$ cat config.mk
export PLATFORM = sky130hd
export DESIGN_NAME = flex_down_counter
export DESIGN_NICKNAME = d
export VERILOG_FILES = /design/src/rtl/flex_counter_pkg.sv /design/src/rtl/flex_down_counter.sv
export SDC_FILE = /design/constraint.sdc
export NUM_CORES = 1
export LEC_CHECK = 0
export BUFFER_PORTS_ARGS = -buffer_cell sky130_fd_sc_hd__buf_4
export CAP_MARGIN = 20
export CELL_PAD_IN_SITES_DETAIL_PLACEMENT = 0
export CELL_PAD_IN_SITES_GLOBAL_PLACEMENT = 2
export CORE_MARGIN = 2
export CORE_UTILIZATION = 31
export CTS_CLUSTER_DIAMETER = 120
export DETAILED_ROUTE_END_ITERATION = 7
export GPL_ROUTABILITY_DRIVEN = 1
export PLACE_DENSITY = 0.81
export SYNTH_ARGS = -nofsm -noshare
export SYNTH_HDL_FRONTEND = slang
export SYNTH_SLANG_ARGS = --single-unit
export TNS_END_PERCENT = 5
$ cat constraint.sdc
create_clock -name clk -period 4.42 [get_ports clk]
set_input_delay 0.884 -clock clk [delete_from_list [all_inputs] [get_ports clk]]
set_output_delay 0.884 -clock clk [all_outputs]
set_load 0.005 [all_outputs]
$ cat src/rtl/flex_counter_pkg.sv
// Shared definitions for the flex counter family (up- and down-counting variants).
// Holds the common state encoding and the default counter width.
package flex_counter_pkg;

    // Counter lifecycle: idle until loaded, counting, or expired and waiting.
    typedef enum logic [1:0] {
        IDLE  = 2'b00,
        COUNT = 2'b01,
        DONE  = 2'b10
    } flex_state_t;

    localparam int DEFAULT_CNT_BITS = 4;

endpackage : flex_counter_pkg

$ cat src/rtl/flex_down_counter.sv
// Loadable down-counter/timer with done level and one-cycle expire strobe.
// Optional feature macro: FLEX_DOWN_AUTO_RELOAD_EN
//   defined   - expiry reloads count_out from reload_reg and keeps counting (periodic timer)
//   undefined - expiry drops count_out to 0 and parks in DONE until load or clear
// Edge priority: clear > load > count_enable > hold. All outputs are registered.
module flex_down_counter
    import flex_counter_pkg::*;
#(
    parameter int NUM_CNT_BITS = DEFAULT_CNT_BITS
) (
    input  logic                    clk,
    input  logic                    n_rst,
    input  logic                    clear,
    input  logic                    load,
    input  logic                    count_enable,
    input  logic [NUM_CNT_BITS-1:0] load_val,
    output logic [NUM_CNT_BITS-1:0] count_out,
    output logic                    busy,
    output logic                    done_flag,
    output logic                    expire_pulse
);

    localparam logic [NUM_CNT_BITS-1:0] CNT_ZERO = {NUM_CNT_BITS{1'b0}};
    localparam logic [NUM_CNT_BITS-1:0] CNT_ONE  = NUM_CNT_BITS'(1'b1);

    flex_state_t             state_r;
    logic [NUM_CNT_BITS-1:0] reload_reg;

    flex_state_t             state_s;
    logic [NUM_CNT_BITS-1:0] count_s;
    logic [NUM_CNT_BITS-1:0] reload_s;
    logic                    pulse_s;
    logic                    busy_s;
    logic                    done_s;

    // Next-state and next-output computation; everything holds unless a rule below fires.
    always_comb begin
        state_s  = state_r;
        count_s  = count_out;
        reload_s = reload_reg;
        pulse_s  = 1'b0;

        if (clear) begin
            // reload_reg deliberately survives a clear so a later restart can reuse it
            state_s = IDLE;
            count_s = CNT_ZERO;
        end else if (load) begin
            if (load_val != CNT_ZERO) begin
                // Restart, even mid-count; a restart is not an expiry, so no strobe
                reload_s = load_val;
                count_s  = load_val;
                state_s  = COUNT;
            end else begin
                // A zero-length timer expires immediately
                count_s = CNT_ZERO;
                state_s = DONE;
                pulse_s = 1'b1;
            end
        end else begin
            case (state_r)
                COUNT: begin
                    if (count_enable) begin
                        if (count_out > CNT_ONE) begin
                            count_s = count_out - CNT_ONE;
                        end else if (count_out == CNT_ONE) begin
`ifdef FLEX_DOWN_AUTO_RELOAD_EN
                            // Wrap straight back to the period; 0 is never shown while counting
                            count_s = reload_reg;
                            state_s = COUNT;
`else
                            count_s = CNT_ZERO;
                            state_s = DONE;
`endif
                            pulse_s = 1'b1;
                        end else begin
                            // Unreachable (COUNT is never entered with 0); hold rather than wrap
                            count_s = count_out;
                        end
                    end else begin
                        count_s = count_out;
                    end
                end
                IDLE: begin
                    state_s = IDLE;
                end
                DONE: begin
                    state_s = DONE;
                end
                default: begin
                    // Illegal encoding: recover to a safe idle state
                    state_s = IDLE;
                    count_s = CNT_ZERO;
                end
            endcase
        end

        // Status levels follow the state being entered so they line up with count_out
        busy_s = (state_s == COUNT);
        done_s = (state_s == DONE);
    end

    // State, count, reload value and status flags; async reset clears everything at once.
    always_ff @(posedge clk or negedge n_rst) begin
        if (!n_rst) begin
            state_r      <= IDLE;
            count_out    <= CNT_ZERO;
            reload_reg   <= CNT_ZERO;
            busy         <= 1'b0;
            done_flag    <= 1'b0;
            expire_pulse <= 1'b0;
        end else begin
            state_r      <= state_s;
            count_out    <= count_s;
            reload_reg   <= reload_s;
            busy         <= busy_s;
            done_flag    <= done_s;
            expire_pulse <= pulse_s;
        end
    end

endmodule : flex_down_counter

### Yosys cells after proc, flatten, opt, wreduce, memory -nomap -nowiden

Index checks and enable logic that the tools add are counted.

| storage, ports and cells | value |
|---|---|
| bits in registers | 9 |
| bits in latches | 0 |
| RAM bits | 0 |
| memory bits (read-only) | 0 |
| input bits | 9 |
| output and inout bits | 7 |
| logic and storage cells | 40 |
| memories | 0 |

| operators by class | value |
|---|---|
| $add $sub $neg | 1 |
| multiply operators | 0 |
| divide/modulo/power cells | 0 |
| magnitude comparators | 1 |
| equality and inequality tests | 8 |
| shift operators | 0 |
| multiplexer cells | 21 |
| bitwise operators | 0 |
| reduce and logical (&&, ||, !) cells | 4 |

Operator list:

| operator | count |
|---|---|
| 2-to-1 mux 4 bit | 6 |
| 2-to-1 mux 2 bit | 6 |
| case mux 4 bit (2 select lines) | 1 |
| 2-to-1 mux 1 bit | 7 |
| != test 5 bit (second input constant) | 1 |
| == test 2 x 1 -> 1 bit (second input constant) | 2 |
| == test 2 bit (second input constant) | 2 |
| == test 4 x 1 -> 1 bit (second input constant) | 1 |
| > comparator 4 x 1 -> 1 bit (second input constant) | 1 |
| != test 4 bit (second input constant) | 1 |
| case mux 2 bit (2 select lines) | 1 |
| nonzero test 4 bit | 1 |
| subtractor 4 x 1 -> 4 bit (second input constant) | 1 |
| != test 3 x 1 -> 1 bit (second input constant) | 1 |
| AND reduction 3 bit | 1 |
| logical NOT 2 bit | 1 |
| OR reduction 2 bit | 1 |

### Depth between registers and ports, before layout

| logic depth | value |
|---|---|
| depth after elaboration | 8 |
| gate-level depth with buffers | 6 |
| depth with buffers taken out | 6 |

### Worst setup path before layout

OpenSTA, ideal clock, no wires.

| timing | value |
|---|---|
| kind | in2reg |
| from | input load |
| to | register count_out[2] |
| library setup time | 0.121 ns |
| arrival time | 1.888 ns |
| required time | 4.299 ns |
| slack | 2.411 ns |
| stages on the path | 5 |
| path buffers | 1 |
| cells stage by stage | clkbuf_1 > or2_2 > a211oi_4 > nor2_1 > a22o_1 |

| on the way | value |
|---|---|
| word-level cells in the longest chain between the ends | 2 |
| elaborated cells between the ends (all ways) | 6 |
| those cells by class | eq/ne (3); mux (2); reduce/logical (1) |

Ends and longest elaborated chain:

| item | RTL line | RTL |
|---|---|---|
| from (decl) | flex_down_counter.sv:14 | `input logic load,` |
| != test 5 bit (no source line) (tied with other cells) | n/a |  |
| AND reduction 3 bit (no source line) or 2-to-1 mux 4 bit (tied branches) | n/a |  |
| to (signal assigned) | flex_down_counter.sv:113 | `count_out <= count_s;` |
| to (decl) | flex_down_counter.sv:17 | `output logic [NUM_CNT_BITS-1:0] count_out,` |

Parallel ways exist; a longest one is shown, timed or not.
A chain may end at the register's enable or synchronous reset.

### Worst setup path after layout

| timing | value |
|---|---|
| from | register count_out[1] |
| to | register count_out[2] |

| on the way | value |
|---|---|
| word-level cells in the longest chain between the ends | 6 |
| elaborated cells between the ends (all ways) | 10 |
| those cells by class | add/sub (1); order compare (1); eq/ne (2); mux (5); reduce/logical (1) |

Ends and longest elaborated chain:

| item | RTL line | RTL |
|---|---|---|
| subtractor 4 x 1 -> 4 bit or > comparator 4 x 1 -> 1 bit (tied branches) | flex_down_counter.sv:64, flex_down_counter.sv:63 |  |
| 2-to-1 mux 4 bit | flex_down_counter.sv:63 | `if (count_out > CNT_ONE) begin` |
| 2-to-1 mux 4 bit | flex_down_counter.sv:62 | `if (count_enable) begin` |
| case mux 4 bit (2 select lines) | flex_down_counter.sv:60 | `case (state_r)` |
| 2-to-1 mux 4 bit | flex_down_counter.sv:47 | `end else if (load) begin` |
| 2-to-1 mux 4 bit | flex_down_counter.sv:43 | `if (clear) begin` |

Parallel ways exist; a longest one is shown, timed or not. The select of a mux whose other input is x is not followed.

==> results.yml <==
status:
  status: "finished clean"
finish:
  fillCellCount: 194
  antenna_cells: 0
  regArea_um2: 225.2
  nNetsFinal: 91
  finalNonFillerCells: 101
  synthToLayoutAreaGrowth_pct: 29.49
  multi_input_area_um2: 320.3
  drive_above_1_share_pct: 28.95
  final_area_um2: 730.7
floorplan:
  rows: 15
  core_area_mm2: 0.001727
  die_h_um: 46.67
  start_util_pct: 32.68
  pin_count: 16
  dieWidth_um: 46.67
  die_area_mm2: 0.002178
route:
  first_pass_iters: 4
  vias: 491
  routed_wl_um: 1170
  postRouteAntennaNets: 0
  dr.first_iter.drc_count: 9
  routedWlPerCell_um: 11.58
  vias_per_cell: 4.861
  drc: 0
timing:
  maxSlewHeadroom_pct: 60.48
  hold_viol_final: 0
  report.final.slew_viol_count: 0
  clock-skew-final_ns: 0.0006562
  fin_crit_sh_pct: 45.38
  timing.fmax_ghz: 0.4986
  rsz0062_at_grt: "false"
  setup_viol: 0
  final.setup.tns_ns: 0
  timing.final.crit_period_ns: 2.006
  hold-worst-slack_ns: 0.4394
  fin_ws_ns: 2.414
  worstMarginPinSlew_ns: 0.5878
setup_path:
  critPathMaxStageDelay_ns: 0.51
  path_class: "flip-flop to flip-flop"
  critPathLaunchType: "flip-flop"
  required_ns: 4.56
  cp_cell_sequence: "inv_1, ha_1, or4b_4, a211oi_4, nor2_1, a22o_1"
  crit_arrival_ns: 2.15
  startpoint: "count_out[1]$_DFFE_PN0P_"
  crit_path_top_delay_cell: "or4b_4"
  crit_path_end_kind: "flip-flop"
  reg2reg_from: "count_out[1]$_DFFE_PN0P_"
  worstPathMaxFanout: 6
global_route:
  grt-ovfl-total: 0
  grt_pass1_wl_um: 1876
  grtUsageTotal_pct: 12.55
  grt_pass1_vias: 430
  grt_max_degree: 10
  antenna_found_initial: 0
clock_network:
  h-tree-depth: 1
  cts.sinks: 9
  cts_tree: "yes"
  cts_hold_buf: 0
  clk_latency_ns: 0.25
  ctsRootBufferMaster: "clkbuf_4"
  cts-resized-gates: 0
  postCtsSetupRepairBufs: 0
  clock_path_buffers: 2
  cts_buffers: 3
  clk_pin_slew_ns: 0.06
placed_design:
  dp_cells: 97
  gp_congestion: 0.7222
  place_hpwl_um: 967.8
  portBuffers: 15
  pre_cts_ws_ns: 2.221
  placed_cell_area_um2: 704.4
synthesis:
  synth_area_leaders: "dfrtp_1, ha_1, a22o_1"
  synth_edf_count: 0
  syn_area_per_cell_um2: 9.729
  ys_seq_area_share_pct: 39.91
  yosys.area.top_type: "dfrtp_1"
  syn_area_um2: 564.3
  synth_common_cells: "dfrtp_1, ha_1, nand2_1, nor2_1, inv_1"
  syn_nets: 72
  synthArstFlopShare_pct: 100.0
  yosys_warnings: 0
  ys.flop_type: "dfrtp_1"
  synth.top_cell.area_share_pct: 39.91
  ys_types: 25
  ys_ff_latch: 9
  netlist_instances: 58
  synth_most_common_cell: "dfrtp_1"
power_and_ir_drop:
  power_frac_clock_pct: 29.7
  internal_power_uw: 147.7
  power_leakage_nw: 0.3360
  netSwitchingPower_uw: 53.25
  combPwrFrac_pct: 23.9
  power_frac_seq_pct: 46.4
  netSwitchingFraction_pct: 26.50
  power_density_mw_per_mm2: 275.0
  peakVddDrop_mv: 0.1547
min_path:
  hp-class: "input port to asynchronous set/reset pin"
flow_run:
  maxCapViolCount: 0
[path summary, 6_finish.rpt]
check	slack, ns	cells past startpoint	end
hold / removal	0.44	1	count_out[2]$_DFFE_PN0P_
hold reg to reg	0.60	1	count_out[1]$_DFFE_PN0P_
max in group asynchronous	3.85	1	state_r[0]$_DFF_PN0_
min in group clk	0.60	1	count_out[1]$_DFFE_PN0P_
setup / recovery	2.41	6	count_out[2]$_DFFE_PN0P_
setup reg to reg	2.41	6	count_out[2]$_DFFE_PN0P_
[power by group through the flow]
stage	clock (mW)	sequential [mW]	combinational, mW
after floorplan	0	0.0935	0.0295
after global placement	0	0.0949	0.0486
after detailed placement	0	0.0948	0.0487
after CTS	0.0626	0.0934	0.0489
after global routing	0.0684	0.0941	0.0540
final	0.0597	0.0932	0.0481
[layout make-up]
type	instances	area share [%]
multi-input combinational	44	43.84
sequential	9	30.82
timing repair buffer	15	15.41
tap	25	4.281
clock buffer	4	3.596
inverter	4	2.055
[kinds of logic after synthesis]
logic type                 after synthesis  synth area share [%]
and+or+nand+nor                         21                 19.96
AOI/OAI and AO/OA                       17                 24.17
DFF                                      9                 39.91
buffers and inverters                    5                 3.325
adders and majority gates                5                 11.09
xor gates and xnor gates                 1                 1.552
[flip-flops by register name, indices dropped and copies added, names as in the netlist]
name / flops
expire_pulse: 1
done_flag: 1
busy: 1
count_out: 4
state_r: 2
[placed cells by master, fill, tap and decap left out]
cell and count:
nor3_1 2, o41ai_1 1, inv_1 4, and2_1 1
nor2_1 5, a41oi_1 1, o21bai_1 1, o21ai_0 3
a211oi_4 1, or4b_4 1, nor3b_1 1, o31ai_1 2
o311ai_0 1, a2bb2oi_1 1, nand2b_1 2, a22o_1 3
a21oi_1 2, a211oi_1 1, clkbuf_1 1, ha_1 5
dfrtp_1 9, nor2b_1 2, xnor2_1 1, or2_2 2
nand2_1 5, buf_4 15, clkbuf_4 3
[per-layer routing]
metal  GRT usage (%)  share of wire (%)
met1           16.15                 46
met2           20.28                 47
met3           5.098                6.7
met4           1.667                  0
met5               0                  0
[critical path: cells and delay by family, from the launching register on]
kind            cells  cell delay (ns)
fa+ha+maj           1             0.23
flops               1             0.41
buf+inv             1             0.08
simple gates        2             0.63
compound gates      2             0.54
[through the flow]
stage	power, mW	util (%)
floorplan	0.1230	-
global placement	0.1435	40.80
detailed placement	0.1435	40.80
CTS	0.2049	42.32
global route	0.2166	42.32
finish	0.2010	42.32
Power figures use the tool's default switching activity.
